===== config.mk =====
export PLATFORM = sky130hd
export DESIGN_NAME = mem_arbiter
export DESIGN_NICKNAME = d
export VERILOG_FILES = /design/src/rtl/mem_arbiter.sv
export SDC_FILE = /design/constraint.sdc
export NUM_CORES = 1
export LEC_CHECK = 0
export BUFFER_PORTS_ARGS = -buffer_cell sky130_fd_sc_hd__buf_2
export CAP_MARGIN = 20
export CORE_AREA = 2 2 176 178
export CTS_BUF_LIST = sky130_fd_sc_hd__clkbuf_2
export CTS_CLUSTER_SIZE = 8
export DETAILED_ROUTE_END_ITERATION = 6
export DIE_AREA = 0 0 178 180
export HOLD_SLACK_MARGIN = 0.05
export PLACE_DENSITY_LB_ADDON = 0.1
export SLEW_MARGIN = 0
export SYNTH_ARGS = -nofsm -noshare
export SYNTH_HDL_FRONTEND = slang
export SYNTH_SLANG_ARGS = --single-unit

===== constraint.sdc =====
create_clock -name clk -period 1.4 [get_ports clk]
set_input_delay 0 -clock clk [delete_from_list [all_inputs] [get_ports clk]]
set_output_delay 0 -clock clk [all_outputs]
set_load 0.02 [all_outputs]

===== src/rtl/mem_arbiter.sv =====
// Round-robin arbiter that lets an icache and a dcache share one burst memory port.
// One transaction is in flight at a time: grant in IDLE, address phase, then read beats or a write response.
module mem_arbiter #(
  parameter int ADDR_W = 32,
  parameter int DATA_W = 64,
  parameter int IC_LEN = 4,
  parameter int DC_LEN = 4
) (
  input  logic                clk,
  input  logic                rst,
  input  logic                ic_req,
  input  logic [ADDR_W-1:0]   ic_addr,
  output logic                ic_ready,
  output logic                ic_rvalid,
  output logic [DATA_W-1:0]   ic_rdata,
  output logic                ic_rlast,
  input  logic                dc_req,
  input  logic                dc_wen,
  input  logic [ADDR_W-1:0]   dc_addr,
  input  logic [DATA_W-1:0]   dc_wdata,
  input  logic [DATA_W/8-1:0] dc_wstrb,
  output logic                dc_ready,
  output logic                dc_rvalid,
  output logic [DATA_W-1:0]   dc_rdata,
  output logic                dc_rlast,
  output logic                dc_bdone,
  output logic                mem_req,
  output logic                mem_wen,
  output logic [ADDR_W-1:0]   mem_addr,
  output logic [DATA_W-1:0]   mem_wdata,
  output logic [DATA_W/8-1:0] mem_wstrb,
  output logic [7:0]          mem_len,
  input  logic                mem_ready,
  input  logic                mem_rvalid,
  input  logic [DATA_W-1:0]   mem_rdata,
  input  logic                mem_rlast,
  input  logic                mem_bvalid
);

  typedef enum logic [1:0] {IDLE, REQ, RDATA, WRESP} state_t;
  localparam logic OWN_IC = 1'b0;
  localparam logic OWN_DC = 1'b1;

  state_t                r_state;
  state_t                w_state_next;
  logic                  r_owner;
  logic                  r_last_grant;
  logic                  r_wen;
  logic [ADDR_W-1:0]     r_addr;
  logic [DATA_W-1:0]     r_wdata;
  logic [DATA_W/8-1:0]   r_wstrb;
  logic [7:0]            r_len;
  logic                  w_idle;
  logic                  w_grant_ic;
  logic                  w_grant_dc;

  // Grants are suppressed while rst is high so a waiting request is only taken after reset releases.
  assign w_idle     = (r_state == IDLE) && !rst;
  assign w_grant_ic = w_idle && ic_req && (!dc_req || (r_last_grant == OWN_DC));
  assign w_grant_dc = w_idle && dc_req && !w_grant_ic;

  always_ff @(posedge clk) begin
    if (rst) begin
      r_state      <= IDLE;
      r_owner      <= OWN_IC;
      r_last_grant <= OWN_DC;
      r_wen        <= 1'b0;
      r_addr       <= '0;
      r_wdata      <= '0;
      r_wstrb      <= '0;
      r_len        <= '0;
    end else begin
      r_state <= w_state_next;
      if (w_grant_ic || w_grant_dc) begin
        r_owner      <= w_grant_dc ? OWN_DC : OWN_IC;
        r_last_grant <= w_grant_dc ? OWN_DC : OWN_IC;
        r_addr       <= w_grant_dc ? dc_addr : ic_addr;
        r_wen        <= w_grant_dc && dc_wen;
        r_wdata      <= w_grant_dc ? dc_wdata : '0;
        r_wstrb      <= w_grant_dc ? dc_wstrb : '0;
        if (w_grant_ic)
          r_len <= 8'(IC_LEN - 1);
        else if (dc_wen)
          r_len <= 8'd0;
        else
          r_len <= 8'(DC_LEN - 1);
      end
    end
  end

  always_comb begin
    w_state_next = r_state;
    ic_ready     = 1'b0;
    dc_ready     = 1'b0;
    ic_rvalid    = 1'b0;
    ic_rlast     = 1'b0;
    dc_rvalid    = 1'b0;
    dc_rlast     = 1'b0;
    dc_bdone     = 1'b0;
    mem_req      = 1'b0;
    mem_wen      = 1'b0;
    case (r_state)
      IDLE: begin
        ic_ready = w_grant_ic;
        dc_ready = w_grant_dc;
        if (w_grant_ic || w_grant_dc)
          w_state_next = REQ;
      end
      REQ: begin
        mem_req = 1'b1;
        mem_wen = r_wen;
        if (mem_ready)
          w_state_next = r_wen ? WRESP : RDATA;
      end
      RDATA: begin
        // Only valid/last are steered; data is broadcast to both caches.
        ic_rvalid = mem_rvalid && (r_owner == OWN_IC);
        ic_rlast  = mem_rvalid && mem_rlast && (r_owner == OWN_IC);
        dc_rvalid = mem_rvalid && (r_owner == OWN_DC);
        dc_rlast  = mem_rvalid && mem_rlast && (r_owner == OWN_DC);
        if (mem_rvalid && mem_rlast)
          w_state_next = IDLE;
      end
      WRESP: begin
        dc_bdone = mem_bvalid;
        if (mem_bvalid)
          w_state_next = IDLE;
      end
      default: w_state_next = IDLE;
    endcase
  end

  assign mem_addr  = r_addr;
  assign mem_wdata = r_wdata;
  assign mem_wstrb = r_wstrb;
  assign mem_len   = r_len;
  assign ic_rdata  = mem_rdata;
  assign dc_rdata  = mem_rdata;

endmodule


==> results by stage, run 1 <==
Floorplanning:
- The starting utilization of the core area is 18.4%.
- The number of I/O pins is about 460.
- The vertical extent of the die is approximately 180 um.
- The overall die width is 178 um.
- The initialized floorplan defines 64 standard-cell rows.

Synthesis:
- Summed over its instances, the top area cell type makes up 39.6% of the synthesized netlist area.
- The synthesized instance count is a little under 700.
- The synthesis warning total is 0.
- Dividing the synthesized area by the synthesized cell count gives 8.05 um2.
- By area the synthesized netlist is led by sky130_fd_sc_hd__dfxtp_1, sky130_fd_sc_hd__buf_4, sky130_fd_sc_hd__a21oi_1, sky130_fd_sc_hd__nand3_1, sky130_fd_sc_hd__o21ai_0.
- Summed over all instances, the cell type with the most area after synthesis is sky130_fd_sc_hd__dfxtp_1.
- The sequential-to-total area share from yosys stat is 39.6%.
- The synthesized design contains 110 register bits.
- Summing every instance area after synthesis gives approximately 5600 um2.
- The unique cell type count in the Yosys netlist is 33.

Clocking:
- The post-CTS resize count is 151.
- The H-tree generated during clock tree synthesis spans 3 levels.
- The post-CTS setup buffer count is 28.
- The cell sitting at the root of the clock tree is a sky130_fd_sc_hd__clkbuf_2.
- The number of hold-repair buffers added at the cts stage is 250.
- The clock tree buffer depth is 2.
- In this run, CTS created clock tree buffers numbering 9.
- The number of sinks handled by clock tree synthesis is 110.

Status:
- The tool reported: "[ERROR RSZ-0060] Max buffer count reached".
- The flow did not finish.
- It got as far as clock tree synthesis (4_1_cts) and failed there.

Placed design:
- Input and output buffers added on the ports amount to around 260.
- The half-perimeter wire length after detailed placement is 14,400 um.
- The routability congestion estimate from global placement is 0.695.
- The standard cell area after detailed placement is 6500 um2.
-- synthesized netlist by cell type (all sizes together) --
cell,number
dfxtp,110
a311o,1
a21boi,1
nor2,3
and3b,1
or2,1
and3,2
and4,1
a21bo,1
nand2,68
a311oi,32
or3,1
inv,2
nor3b,1
a221o,1
conb,1
o21ai,75
and4b,1
nor2b,4
clkbuf,31
a211oi,1
buf,166
nor3,2
a21oi,110
and2,1
nand3,73
-- metrics by stage --
step	std cells	setup WS (ps)
after floorplan	696	-9.48
after global placement	1191	-52.1
after detailed placement	1191	-66.8
-- cells by family after synthesis --
| logic type | after synthesis | synth area share, % |
|---|---|---|
| compound gates | 222 | 22.5 |
| simple gates | 159 | 13.8 |
| other cells | 1 | 0.0674 |
| buf+inv | 199 | 24.0 |
| flops | 110 | 39.6 |
==> run 2: changes to the inputs <==
==> config.mk (replaced) <==
export PLATFORM = sky130hd
export DESIGN_NAME = mem_arbiter
export DESIGN_NICKNAME = d
export VERILOG_FILES = /design/src/rtl/mem_arbiter.sv
export SDC_FILE = /design/constraint.sdc
export NUM_CORES = 1
export LEC_CHECK = 0
export BUFFER_PORTS_ARGS = -buffer_cell sky130_fd_sc_hd__buf_2
export CAP_MARGIN = 20
export CORE_AREA = 2 2 179 181
export DETAILED_ROUTE_END_ITERATION = 6
export DIE_AREA = 0 0 181 183
export PLACE_DENSITY_LB_ADDON = 0.15
export SLEW_MARGIN = 0
export SYNTH_ARGS = -nofsm -noshare
export SYNTH_HDL_FRONTEND = slang
export SYNTH_SLANG_ARGS = --single-unit
==> constraint.sdc (replaced) <==
create_clock -name clk -period 1.8 [get_ports clk]
set_input_delay 0 -clock clk [delete_from_list [all_inputs] [get_ports clk]]
set_output_delay 0 -clock clk [all_outputs]
set_load 0.02 [all_outputs]
==> run 2 against run 1 <==
The run now ends clean. Synthesized cell count unchanged. Area after synthesis stayed put.
==> results by stage, run 2 <==
Placed design:
- The standard cell area after detailed placement is 6300 um2 (was 6500 um2).
- The routability congestion estimate from global placement came to 0.693 (was 0.695).
- The placed cell count is 1,176 (was 1,191).
- The port buffer count was 259 (unchanged).
- The half-perimeter wire length after detailed placement is 14,200 um (was 14,400 um).

Synthesis:
- Top cells by instance count after synthesis: sky130_fd_sc_hd__buf_4, sky130_fd_sc_hd__a21oi_1, sky130_fd_sc_hd__dfxtp_1 (unchanged).
- The cell area after technology mapping was 5570 um2 (unchanged).
- The mean cell area of the mapped netlist is 8.05 um2 (unchanged).
- The sequential-to-total area share from yosys stat is 39.6% (unchanged).
- The synthesized instance count came to 691 (unchanged).
- The commonest register cell after synthesis is sky130_fd_sc_hd__dfxtp_1 (unchanged).
- The top-area cell type share of the netlist area came to 39.6% (unchanged).
- The share of async-settable or async-resettable flops after synthesis came to 0% (unchanged).
- The dominant cell by count in the synthesized netlist is sky130_fd_sc_hd__buf_4 (unchanged).
- The synthesis warning total is 0 (unchanged).
- The number of enable flip-flop cells after synthesis is 0 (unchanged).
- Top cells by area, synth: sky130_fd_sc_hd__dfxtp_1, sky130_fd_sc_hd__buf_4, sky130_fd_sc_hd__a21oi_1, sky130_fd_sc_hd__nand3_1, sky130_fd_sc_hd__o21ai_0 (unchanged).
- The post-synthesis cell type with the largest combined area is sky130_fd_sc_hd__dfxtp_1 (unchanged).
- The total of flip-flops plus latches after synthesis is 110 (unchanged).
- The unique cell type count in the Yosys netlist is 33 (unchanged).

Timing:
- The routed design could run at a clock period as short as ~1700 ps.
- Between clock sinks in the finished design, the worst skew comes to 13.7 ps.
- The accumulated negative setup slack is 0 ps.
- In the finished design, the share of the clock period the worst path needs comes to 94.0%.
- The number of endpoints with negative hold slack in the final report came to 0.
- At the pin with the least slew margin, the transition time is 724 ps.
- The peak clock frequency supported by timing is 0.591 GHz.
- The max-slew violation total from the final report came to 0.
- Setup violations remaining at the end of the flow were counted as 0.
- The worst max-slew margin expressed relative to the limit is 51.7%.

Clocking:
- Clock latency on the worst-skew pair, taken at its later pin, is 360 ps.
- The clock tree buffer depth is 2 (unchanged).
- The maximum level of the CTS H-tree is 3 (unchanged).
- The number of buffers created by CTS is 9 (unchanged).
- TritonCTS built the clock tree.
- The number of sinks handled by clock tree synthesis came to 110 (unchanged).
- The clock-pin slew on the worst setup and hold paths is 80 ps.
- The root buffer cell is sky130_fd_sc_hd__clkbuf_16 (was sky130_fd_sc_hd__clkbuf_2).

Global route:
- The maximum number of pins on one net before global-route repair is 60.
- The number of antenna violations at the first check in global routing was 0.
- The first global-routing pass estimated roughly 34,000 um of wire.
- For this run the aggregate overflow at the end of global routing stands at 0.
- The number of global-route vias before repair is around 5,800.
- The overall global routing resource usage is between 10 and 15%.

Detailed routing:
- Using the TritonRoute via totals, the vias-per-cell ratio works out to 4.24.
- The routed wire length is ~23,000 um.
- The average wire per cell in the routed design is 16.9 um.
- The routed layout has 5,669 vias.
- The residual antenna-violating net count after detailed routing is 0.
- The final routed DRC violation total is 0.
- The iteration count of the initial detailed-routing pass is 4.
- For this block, the initial DRC count from the detailed router was 203.

Layout:
- The register with the most flip-flops in the layout has 64 of them.
- The number of nets at the end of the flow is around 1,100.
- Leaving out fill and tap cells, the most frequent cells in the layout are sky130_fd_sc_hd__buf_2, sky130_fd_sc_hd__dlygate4sd3_1, sky130_fd_sc_hd__a21oi_1.
- Leaving out fill and tap cells, the most frequent cell in the layout is sky130_fd_sc_hd__buf_2.
- The share of post-route cells with drive strength above 1 is 32.7%.
- At the end of the flow the core is filled with cells to 26.0%.
- From synthesis to final layout, the design area changed by 45.9%.
- The finished layout holds roughly 1,300 standard cells, fillers aside.
- The finished cells cover 8120 um2.
- The diode insertion count for antenna repair is 0.

Floorplanning:
- The placeable core region is 31,200 um2.
- The overall die width is 181 um (was 178 um).
- The starting utilization of the core area is 17.8% (was 18.4%).
- The vertical extent of the die was 183 um (was 180 um).
- The number of rows created at floorplan is 65 (was 64).
- The number of I/O pins came to 458 (unchanged).
- The area enclosed by the die boundary is 33,100 um2.

Critical path:
- The data arrival time of the critical path is 1690 ps.
- The startpoint identified for the worst register-to-register timing path is r_state[0].
- The worst setup path is of the reg2out kind.
- The kind of launch point of the worst setup path is a flip-flop.
- The critical path launch point is r_state[0].
- The kind of end point of the critical path is a primary output.
- The largest fanout on the critical path is 15.
- STA puts the critical path data required time at 1800 ps.

Min path:
- The worst hold path startpoint is mem_rdata[0].
- The worst min-delay path category is in2out.

Power:
- The total leakage power is 3.48 nW.
- The maximum VDD drop is 0.432 mV.
- Dividing total power by cell area gives a power density of 774 nW/um2.
- The overall power consumption is 0.00628 W.

Run:
- The total of max-cap violations is 0.

Status:
- Run status: finished clean (was aborted with a tool error).
## run 2: area by class of cell
class | count | area, um2
clock buffer | 9 | 225
fill | 3520 | 23100
multi-input combinational | 387 | 2060
sequential | 110 | 2200
clock inverter | 7 | 68.8
inverter | 2 | 7.51
tap | 402 | 503
timing repair buffer | 420 | 3050
## run 2: layer usage
metal	global-route usage (%)	share of wire (%)
met4	6.34	4.0
met1	15.9	44
met5	0	0
met3	3.22	6.2
met2	21.4	46
## run 2: report_power, final
group	switching, W	total, W	internal, W
Clock	0.00112	0.00210	0.000977
Sequential	0.0000747	0.00264	0.00257
Combinational	0.000857	0.00154	0.000686
## run 2: kinds of logic (layout without fill, tap and decap cells)
family | Yosys count | after routing | share of synthesized area [%]
AO/OA/AOI/OAI | 222 | 222 | 22.5
buffers and inverters | 199 | 438 | 24.0
flip-flops | 110 | 110 | 39.6
other | 1 | 6 | 0.0674
AND/OR/NAND/NOR | 159 | 159 | 13.8
## run 2: worst paths after layout
kind	endpoint	slack [ps]	cells past startpoint
min reg2reg	mem_wdata[33]	470	2
max	dc_ready	110	6
min	dc_rdata[0]	0.01	0
max reg2reg	mem_wdata[3]	170	6
## run 2: stage by stage
stage	hold slack, ps	worst slack [ps]
after floorplan	96.6	189
after global placement	0.200	166
after detailed placement	0.200	168
after CTS	0.200	31.6
after global routing	0.0431	-4.10
final	0.00974	108
## run 2: critical path, stage by stage (launching register included)
cell                      delay (ps)
sky130_fd_sc_hd__dfxtp_2         360
sky130_fd_sc_hd__buf_4           150
sky130_fd_sc_hd__nor3_4          240
sky130_fd_sc_hd__buf_12          190
sky130_fd_sc_hd__nand2_1         110
sky130_fd_sc_hd__inv_1           100
sky130_fd_sc_hd__buf_2           180
## run 2: repair_timing
item / CTS / global route
hold buffers: 139 / 0
buffers inserted: 2 / 1
pin swaps: 2 / 1
setup endpoints to repair: 2 / 2
gates cloned: 1 / 2
gates resized for setup: 4 / 3
hold endpoints to repair: 108 / 0
Note: power is estimated with default switching activity, not from simulation.
==> run 3: changes to the inputs <==
--- a/config.mk
+++ b/config.mk
@@ -7,9 +7,9 @@
 export LEC_CHECK = 0
 export BUFFER_PORTS_ARGS = -buffer_cell sky130_fd_sc_hd__buf_2
 export CAP_MARGIN = 20
-export CORE_AREA = 2 2 179 181
+export CORE_AREA = 2 2 177 179
 export DETAILED_ROUTE_END_ITERATION = 6
-export DIE_AREA = 0 0 181 183
+export DIE_AREA = 0 0 179 181
 export PLACE_DENSITY_LB_ADDON = 0.15
 export SLEW_MARGIN = 0
 export SYNTH_ARGS = -nofsm -noshare
==> constraint.sdc (replaced) <==
create_clock -name clk -period 2.15 [get_ports clk]
set_input_delay 0 -clock clk [delete_from_list [all_inputs] [get_ports clk]]
set_output_delay 0 -clock clk [all_outputs]
set_load 0.02 [all_outputs]
==> run 3 against run 2 <==
Non-clock buffer count shrank 9. Hold slack barely moved. Count of clock-buffer cells in the layout grew 1. Cell count is 1.1% lower. Register-to-register slack improved by 300 ps. Sequential power down 16%. Largest cell class unchanged. Highest routed layer unchanged.
==> results by stage, run 3 (synthesis results as in run 2) <==
Detailed routing:
- The average via count per standard cell came to 4.26 (was 4.24).
- The final routed DRC violation total is 0 (unchanged).
- The number of violations reported at the end of detailed-routing iteration 0 is 253 (was 203).
- The iteration count of the initial detailed-routing pass is 4 (unchanged).
- The routed wire length is 21,100 um (was 22,600 um).
- The total vias in the final route is 5,627 (was 5,669).
- The residual antenna-violating net count after detailed routing was 0 (unchanged).
- The average wire per cell in the routed design is 16.0 um (was 16.9 um).

Floorplanning:
- The vertical extent of the die is 181 um (was 183 um).
- The number of rows created at floorplan is 64 (was 65).
- The starting utilization of the core area is 18.3% (was 17.8%).
- The area enclosed by the die boundary is 32,400 um2 (was 33,100 um2).
- The placeable core region is 30,300 um2 (was 31,200 um2).
- The number of I/O pins is 458 (unchanged).
- The overall die width is 179 um (was 181 um).

Layout:
- The sequential cell area in the final layout is 2200 um2 (about the same).
- The commonest non-fill, non-tap cell in the layout is sky130_fd_sc_hd__buf_2 (unchanged).
- The final design area excluding fillers is 7940 um2 (was 8120 um2).
- The number of fill cells in the layout was 3,317 (was 3,520).
- The diode insertion count for antenna repair is 0 (unchanged).
- The multi-input logic area is 2060 um2 (about the same).
- The post-layout utilization of the core is 26.2% (was 26.0%).
- The area added between synthesis and finish came to 42.6% (was 45.9%).
- The share of post-route cells with drive strength above 1 is 31.7% (was 32.7%).
- The number of flip-flops in the largest register came to 64 (unchanged).
- The number of nets at the end of the flow is 1,130 (was 1,139).
- Commonest cells after routing, fill and taps aside: sky130_fd_sc_hd__buf_2, sky130_fd_sc_hd__dlygate4sd3_1, sky130_fd_sc_hd__a21oi_1, sky130_fd_sc_hd__dfxtp_1, sky130_fd_sc_hd__nand3_1 (was sky130_fd_sc_hd__buf_2, sky130_fd_sc_hd__dlygate4sd3_1, sky130_fd_sc_hd__a21oi_1).

Critical path:
- The required time at the endpoint of the critical path is 2150 ps (was 1800 ps).
- The origin of the critical flop-to-flop path is r_state[1] (was r_state[0]).
- The largest fanout on the critical path is 59 (was 15).
- The delay of the slowest cell on the worst path came to 320 ps (was 360 ps).
- The path type of the worst setup path is reg2out (unchanged).
- The data arrival time of the critical path was 1860 ps (was 1690 ps).
- The register-to-register path setup slack is 470 ps (was 170 ps).
- The kind of end point of the critical path is a primary output (unchanged).
- The destination of the worst register-to-register timing path is mem_addr[22] (was mem_wdata[3]).
- The cell with the largest stage delay on the worst path is sky130_fd_sc_hd__dfxtp_1 (was sky130_fd_sc_hd__dfxtp_2).
- Cell-by-cell trace of the critical path: buf_4 -> nor3_4 -> buf_12 -> nand2_1 -> inv_1 -> buf_2 (unchanged).
- The count of cells along the worst register-to-register path is 3 (was 6).
- The kind of launch point of the worst setup path was a flip-flop (unchanged).

Placed design:
- The half-perimeter wire length after detailed placement was 13,600 um (was 14,200 um).
- The routability congestion estimate from global placement was 0.703 (was 0.693).
- The post-placement worst setup slack is 441 ps (was 168 ps).
- The port buffer count is 259 (unchanged).
- The standard cell area after detailed placement is 6230 um2 (was 6300 um2).

Timing:
- The peak clock frequency supported by timing is between 0.5 and 0.6 GHz.
- The worst-case clock skew is 16.8 ps (was 13.7 ps).
- The setup-violating endpoint count in the final report is 0 (unchanged).
- The accumulated negative setup slack is 0 ps (unchanged).
- The ratio of final minimum period to clock period is 86.6%.
- The final worst hold slack was 0.00893 ps (was 0.00974 ps).
- The max-slew violation total from the final report is 0 (unchanged).
- The slew of the pin with the lowest slew margin is 761 ps (was 724 ps).
- The shortest clock period the worst path allows after layout is about 1900 ps.
- The number of endpoints with negative hold slack in the final report is 0 (unchanged).
- Setup repair after global routing left no endpoint under its margin.
- The worst setup margin came to 288 ps (was 108 ps).
- The worst max-slew margin expressed relative to the limit is 49.3% (was 51.7%).

Power:
- The maximum VDD drop was 0.326 mV (was 0.432 mV).
- The power per cell area is 659 nW/um2 (was 774 nW/um2).
- The total leakage power is 3.40 nW (was 3.48 nW).

Clocking:
- The CTS tree is built (unchanged).
- The root buffer cell is sky130_fd_sc_hd__clkbuf_16 (unchanged).
- The number of buffers created by CTS is 9 (unchanged).
- The number of sinks handled by clock tree synthesis is 110 (unchanged).
- The maximum level of the CTS H-tree is 3 (unchanged).
- The post-CTS resize count is 0 (was 4).
- The latest clock arrival within the worst-skew pair came to 360 ps (about the same).
- The clock-pin slew on the worst setup and hold paths is 80 ps (about the same).
- The clock tree buffer depth is 2 (unchanged).

Global route:
- The global-route wire length before repair came to 32,100 um (was 33,500 um).
- The overall overflow remaining after global route is 0 (unchanged).
- The number of global-route vias before repair is 5,721 (was 5,763).
- The maximum number of pins on one net before global-route repair is 111 (was 60).
- The number of antenna violations at the first check in global routing is 0 (unchanged).
- The overall global routing resource usage came to 12.7% (was 13.0%).

Min path:
- The worst-case hold path end point was ic_rdata[4] (was dc_rdata[0]).
- The worst hold path startpoint is mem_rdata[4] (was mem_rdata[0]).
- The instance count along the most critical hold path is 0 (unchanged).
- The worst min-delay path category is in2out (unchanged).

Run:
- The total of max-cap violations is 0 (unchanged).

Status:
- Run status: finished clean (unchanged).
## run 3: repair_timing
| action | CTS | global route |
|---|---|---|
| setup buffers | 0 | 0 |
| hold buffers | 139 | 0 |
| endpoints found under the hold margin | 108 | 0 |
## run 3: how the worst max path moves through the flow
stage | start | end | slack (ps) | cells after the start
2_1_floorplan | r_state[0] | ic_ready | 540 | 5
3_3_place_gp | r_state[1] | mem_wdata[57] | 440 | 4
3_5_place_dp | r_state[1] | mem_wdata[11] | 440 | 4
4_1_cts | r_state[1] | dc_ready | 260 | 6
5_1_grt | r_state[1] | dc_ready | 150 | 6
6_report | r_state[1] | dc_ready | 290 | 6
## run 3: layer usage
layer	routed length, um	GRT usage (%)	part of all wire [%]	vias to the layer above
met3	1430	3.30	6.7	57
met5	0	0	0	-
met4	784	5.72	3.7	0
met1	9010	15.0	43	2635
li1	-	-	-	2726
met2	9930	21.2	47	209
## run 3: report_power, final
| part | total [W] | internal, W | switching (W) |
|---|---|---|---|
| logic | 0.00120 | 0.000510 | 0.000686 |
| registers | 0.00221 | 0.00215 | 0.0000601 |
| clock network | 0.00182 | 0.000930 | 0.000894 |
## run 3: per-stage QoR
stage               std cells  power [W]
global placement         1167    0.00329
detailed placement       1167    0.00328
CTS                      1322    0.00537
finish                   1322    0.00523
floorplan                 696    0.00320
global route             1322    0.00552
## run 3: cell type report
type,instances,share of cell area (%)
Timing Repair Buffer,411,36.1
Sequential cell,110,27.7
Inverter,2,0.0946
Clock buffer,10,2.89
Clock inverter,6,1.02
Multi-Input combinational cell,387,25.9
Tap cell,396,6.24
## run 3: worst max-delay path, delay by kind of cell, from the launching register on
family / cells / cell delay, ps
buffers and inverters: 4 / 750
AND/OR/NAND/NOR: 2 / 400
flip-flops: 1 / 320
==> run 4: changes to the inputs <==
--- a/config.mk
+++ b/config.mk
@@ -5,13 +5,14 @@
 export SDC_FILE = /design/constraint.sdc
 export NUM_CORES = 1
 export LEC_CHECK = 0
+export ABC_CLOCK_PERIOD_IN_PS = 2150
 export BUFFER_PORTS_ARGS = -buffer_cell sky130_fd_sc_hd__buf_2
 export CAP_MARGIN = 20
 export CORE_AREA = 2 2 177 179
 export DETAILED_ROUTE_END_ITERATION = 6
 export DIE_AREA = 0 0 179 181
+export HOLD_SLACK_MARGIN = 0.08
 export PLACE_DENSITY_LB_ADDON = 0.15
-export SLEW_MARGIN = 0
 export SYNTH_ARGS = -nofsm -noshare
 export SYNTH_HDL_FRONTEND = slang
 export SYNTH_SLANG_ARGS = --single-unit
==> run 4 against run 3 <==
Clock skew hardly changed. Maximum frequency grew 0.46%. Global-route usage up 0.35 points. Combinational power grew 24%. Die area did not move. Worst setup slack gained 8.5 ps. Sequential share of layout area shrank 2.1 points. Sequential cell count did not move. Clock power about the same.
==> results by stage, run 4 (synthesis results as in run 2) <==
Clocking:
- The latest clock arrival within the worst-skew pair is 360 ps (about the same).
- The CTS tree is built (unchanged).
- The number of buffers created by CTS was 9 (unchanged).
- The number of sinks handled by clock tree synthesis is 110 (unchanged).
- The root buffer cell is sky130_fd_sc_hd__clkbuf_16 (unchanged).
- The maximum level of the CTS H-tree came to 3 (unchanged).
- The clock-pin slew on the worst setup and hold paths came to 80 ps (about the same).
- The clock tree buffer depth is 2 (unchanged).

Layout:
- The number of flip-flops in the largest register is 64 (unchanged).
- The commonest non-fill, non-tap cell in the layout is sky130_fd_sc_hd__buf_2 (unchanged).
- The share of post-route cells with drive strength above 1 is 29.6% (was 31.7%).
- Commonest cells after routing, fill and taps aside: sky130_fd_sc_hd__buf_2, sky130_fd_sc_hd__dlygate4sd3_1, sky130_fd_sc_hd__a21oi_1, sky130_fd_sc_hd__dfxtp_1, sky130_fd_sc_hd__nand3_1 (unchanged).
- The area added between synthesis and finish is 54.5% (was 42.6%).
- The diode insertion count for antenna repair came to 0 (unchanged).
- The number of nets at the end of the flow was 1,196 (was 1,130).

Timing:
- The setup-violating endpoint count in the final report is 0 (unchanged).
- RSZ-0062 raised after global routing: no (unchanged).
- The peak clock frequency supported by timing was 0.539 GHz (was 0.537 GHz).
- The ratio of final minimum period to clock period is 86.2% (was 86.6%).
- The shortest clock period the worst path allows after layout is 1850 ps (was 1860 ps).
- The slew of the pin with the lowest slew margin is 765 ps (was 761 ps).
- The worst max-slew margin expressed relative to the limit is 49.0% (was 49.3%).
- The accumulated negative setup slack was 0 ps (unchanged).
- The worst-case clock skew is 16.9 ps (was 16.8 ps).
- The number of endpoints with negative hold slack in the final report is 0 (unchanged).
- The max-slew violation total from the final report is 0 (unchanged).

Critical path:
- Cell-by-cell trace of the critical path: buf_4 -> nor3_4 -> buf_12 -> nand2_1 -> inv_1 -> buf_2 (unchanged).
- The number of buffers and inverters on the critical path came to 4 (unchanged).
- The kind of end point of the critical path is a primary output (unchanged).
- The family of cells with the greatest summed delay on the critical path is buffers and inverters (unchanged).
- The largest fanout on the critical path is 59 (unchanged).
- The cell with the largest stage delay on the worst path is sky130_fd_sc_hd__dfxtp_1 (unchanged).
- The number of stages on the worst setup path is 6 (unchanged).
- The delay of the slowest cell on the worst path came to 320 ps (about the same).
- The kind of launch point of the worst setup path is a flip-flop (unchanged).
- The count of cells along the worst register-to-register path is 3 (unchanged).
- The required time at the endpoint of the critical path is 2150 ps (about the same).
- The path type of the worst setup path is reg2out (unchanged).
- The data arrival time of the critical path is 1850 ps (was 1860 ps).

Detailed routing:
- The residual antenna-violating net count after detailed routing is 0 (unchanged).
- The met1 wire length is 9300 um (was 9010 um).
- The routed wire length is 22,000 um (was 21,100 um).
- The number of violations reported at the end of detailed-routing iteration 0 is 256 (was 253).
- The iteration count of the initial detailed-routing pass came to 4 (unchanged).
- The average via count per standard cell came to 4.31 (was 4.26).
- The wire length on met3 is 1250 um (was 1430 um).
- The average wire per cell in the routed design came to 15.8 um (was 16.0 um).
- The uppermost signal routing layer after detailed routing is met4 (unchanged).
- The total vias in the final route came to 5,977 (was 5,627).
- The final routed DRC violation total is 0 (unchanged).
- The sum of met2 wire segment lengths after detailed routing was 11,100 um (was 9930 um).

Global route:
- The global-route wire length before repair is 33,200 um (was 32,100 um).
- The overall global routing resource usage is 13.0% (was 12.7%).
- The number of global-route vias before repair is 6,021 (was 5,721).
- The overall overflow remaining after global route came to 0 (unchanged).
- The number of antenna violations at the first check in global routing was 0 (unchanged).
- The maximum number of pins on one net before global-route repair is 111 (unchanged).

Min path:
- The worst min-delay path category is in2reg (was in2out).
- The instance count along the most critical hold path was 4 (was 0).

Floorplanning:
- The number of I/O pins is 458 (unchanged).
- The starting utilization of the core area is 18.3% (unchanged).
- The area enclosed by the die boundary came to 32,400 um2 (unchanged).
- The number of rows created at floorplan is 64 (unchanged).
- The overall die width came to 179 um (unchanged).
- The placeable core region is 30,300 um2 (unchanged).
- The vertical extent of the die is 181 um (unchanged).

Power:
- The maximum VDD drop is 0.324 mV (was 0.326 mV).
- The power per cell area is 642 nW/um2 (was 659 nW/um2).
- The total leakage power is 3.67 nW (was 3.40 nW).
- The overall power consumption is 0.00552 W (was 0.00523 W).

Placed design:
- The routability congestion estimate from global placement is 0.703 (unchanged).
- The port buffer count is 259 (unchanged).
- The half-perimeter wire length after detailed placement is 13,600 um (unchanged).

Run:
- The total of max-cap violations was 0 (unchanged).

Status:
- Run status: finished clean (unchanged).
run 4: layer usage:
layer  vias up  track usage (%)
met2       260             23.4
li1       2859                -
met3        15             2.53
met1      2843             15.6
met4         0             3.58
met5         -                0
run 4: cell type report:
cell class	instances	area, um2
clock inverter	6	81.3
clock buffer	10	229
fill	3237	21800
sequential	110	2200
inverter	2	7.51
timing repair buffer	477	3520
multi-input combinational	387	2060
tap	396	495
run 4: where the power goes:
group / internal (W) / leakage (nW) / total, W / switching (W)
Clock: 0.000930 / 0.150 / 0.00182 / 0.000894
Sequential: 0.00215 / 0.897 / 0.00221 / 0.0000603
Combinational: 0.000593 / 2.63 / 0.00149 / 0.000895
Total: 0.00367 / 3.67 / 0.00552 / 0.00185
run 4: final timing paths:
kind	slack, ps	end	from
worst min register to register	470	mem_wdata[56]	mem_wdata[56]
worst max-delay path	300	dc_ready	r_state[1]
worst max register to register	470	mem_addr[22]	r_state[1]
worst min-delay path	180	mem_wdata[55]	dc_req
run 4: worst reg2reg max path, delay by kind of cell (launching register included):
kind	cells	cell delay, ps
compound gates	1	210
simple gates	2	1000
flops	1	320
run 4: through the flow:
stage | cells | utilization (%) | hold slack, ps | setup WS, ps | instance area (um2)
after floorplan | 696 | - | 96.6 | 539 | 5580
after global placement | 1167 | 20.5 | 0.201 | 437 | 6230
after detailed placement | 1167 | 20.5 | 0.201 | 441 | 6230
after CTS | 1388 | 28.3 | 157 | 260 | 8600
after global routing | 1388 | 28.3 | 182 | 153 | 8600
final | 1388 | 28.3 | 177 | 296 | 8600
run 4: repair_timing:
action / in CTS / in global routing
endpoints found under the hold margin: 237 / 0
buffers inserted: 0 / 0
endpoints found under the setup margin: 0 / 0
resized for setup: 0 / 0
hold buffers: 205 / 0
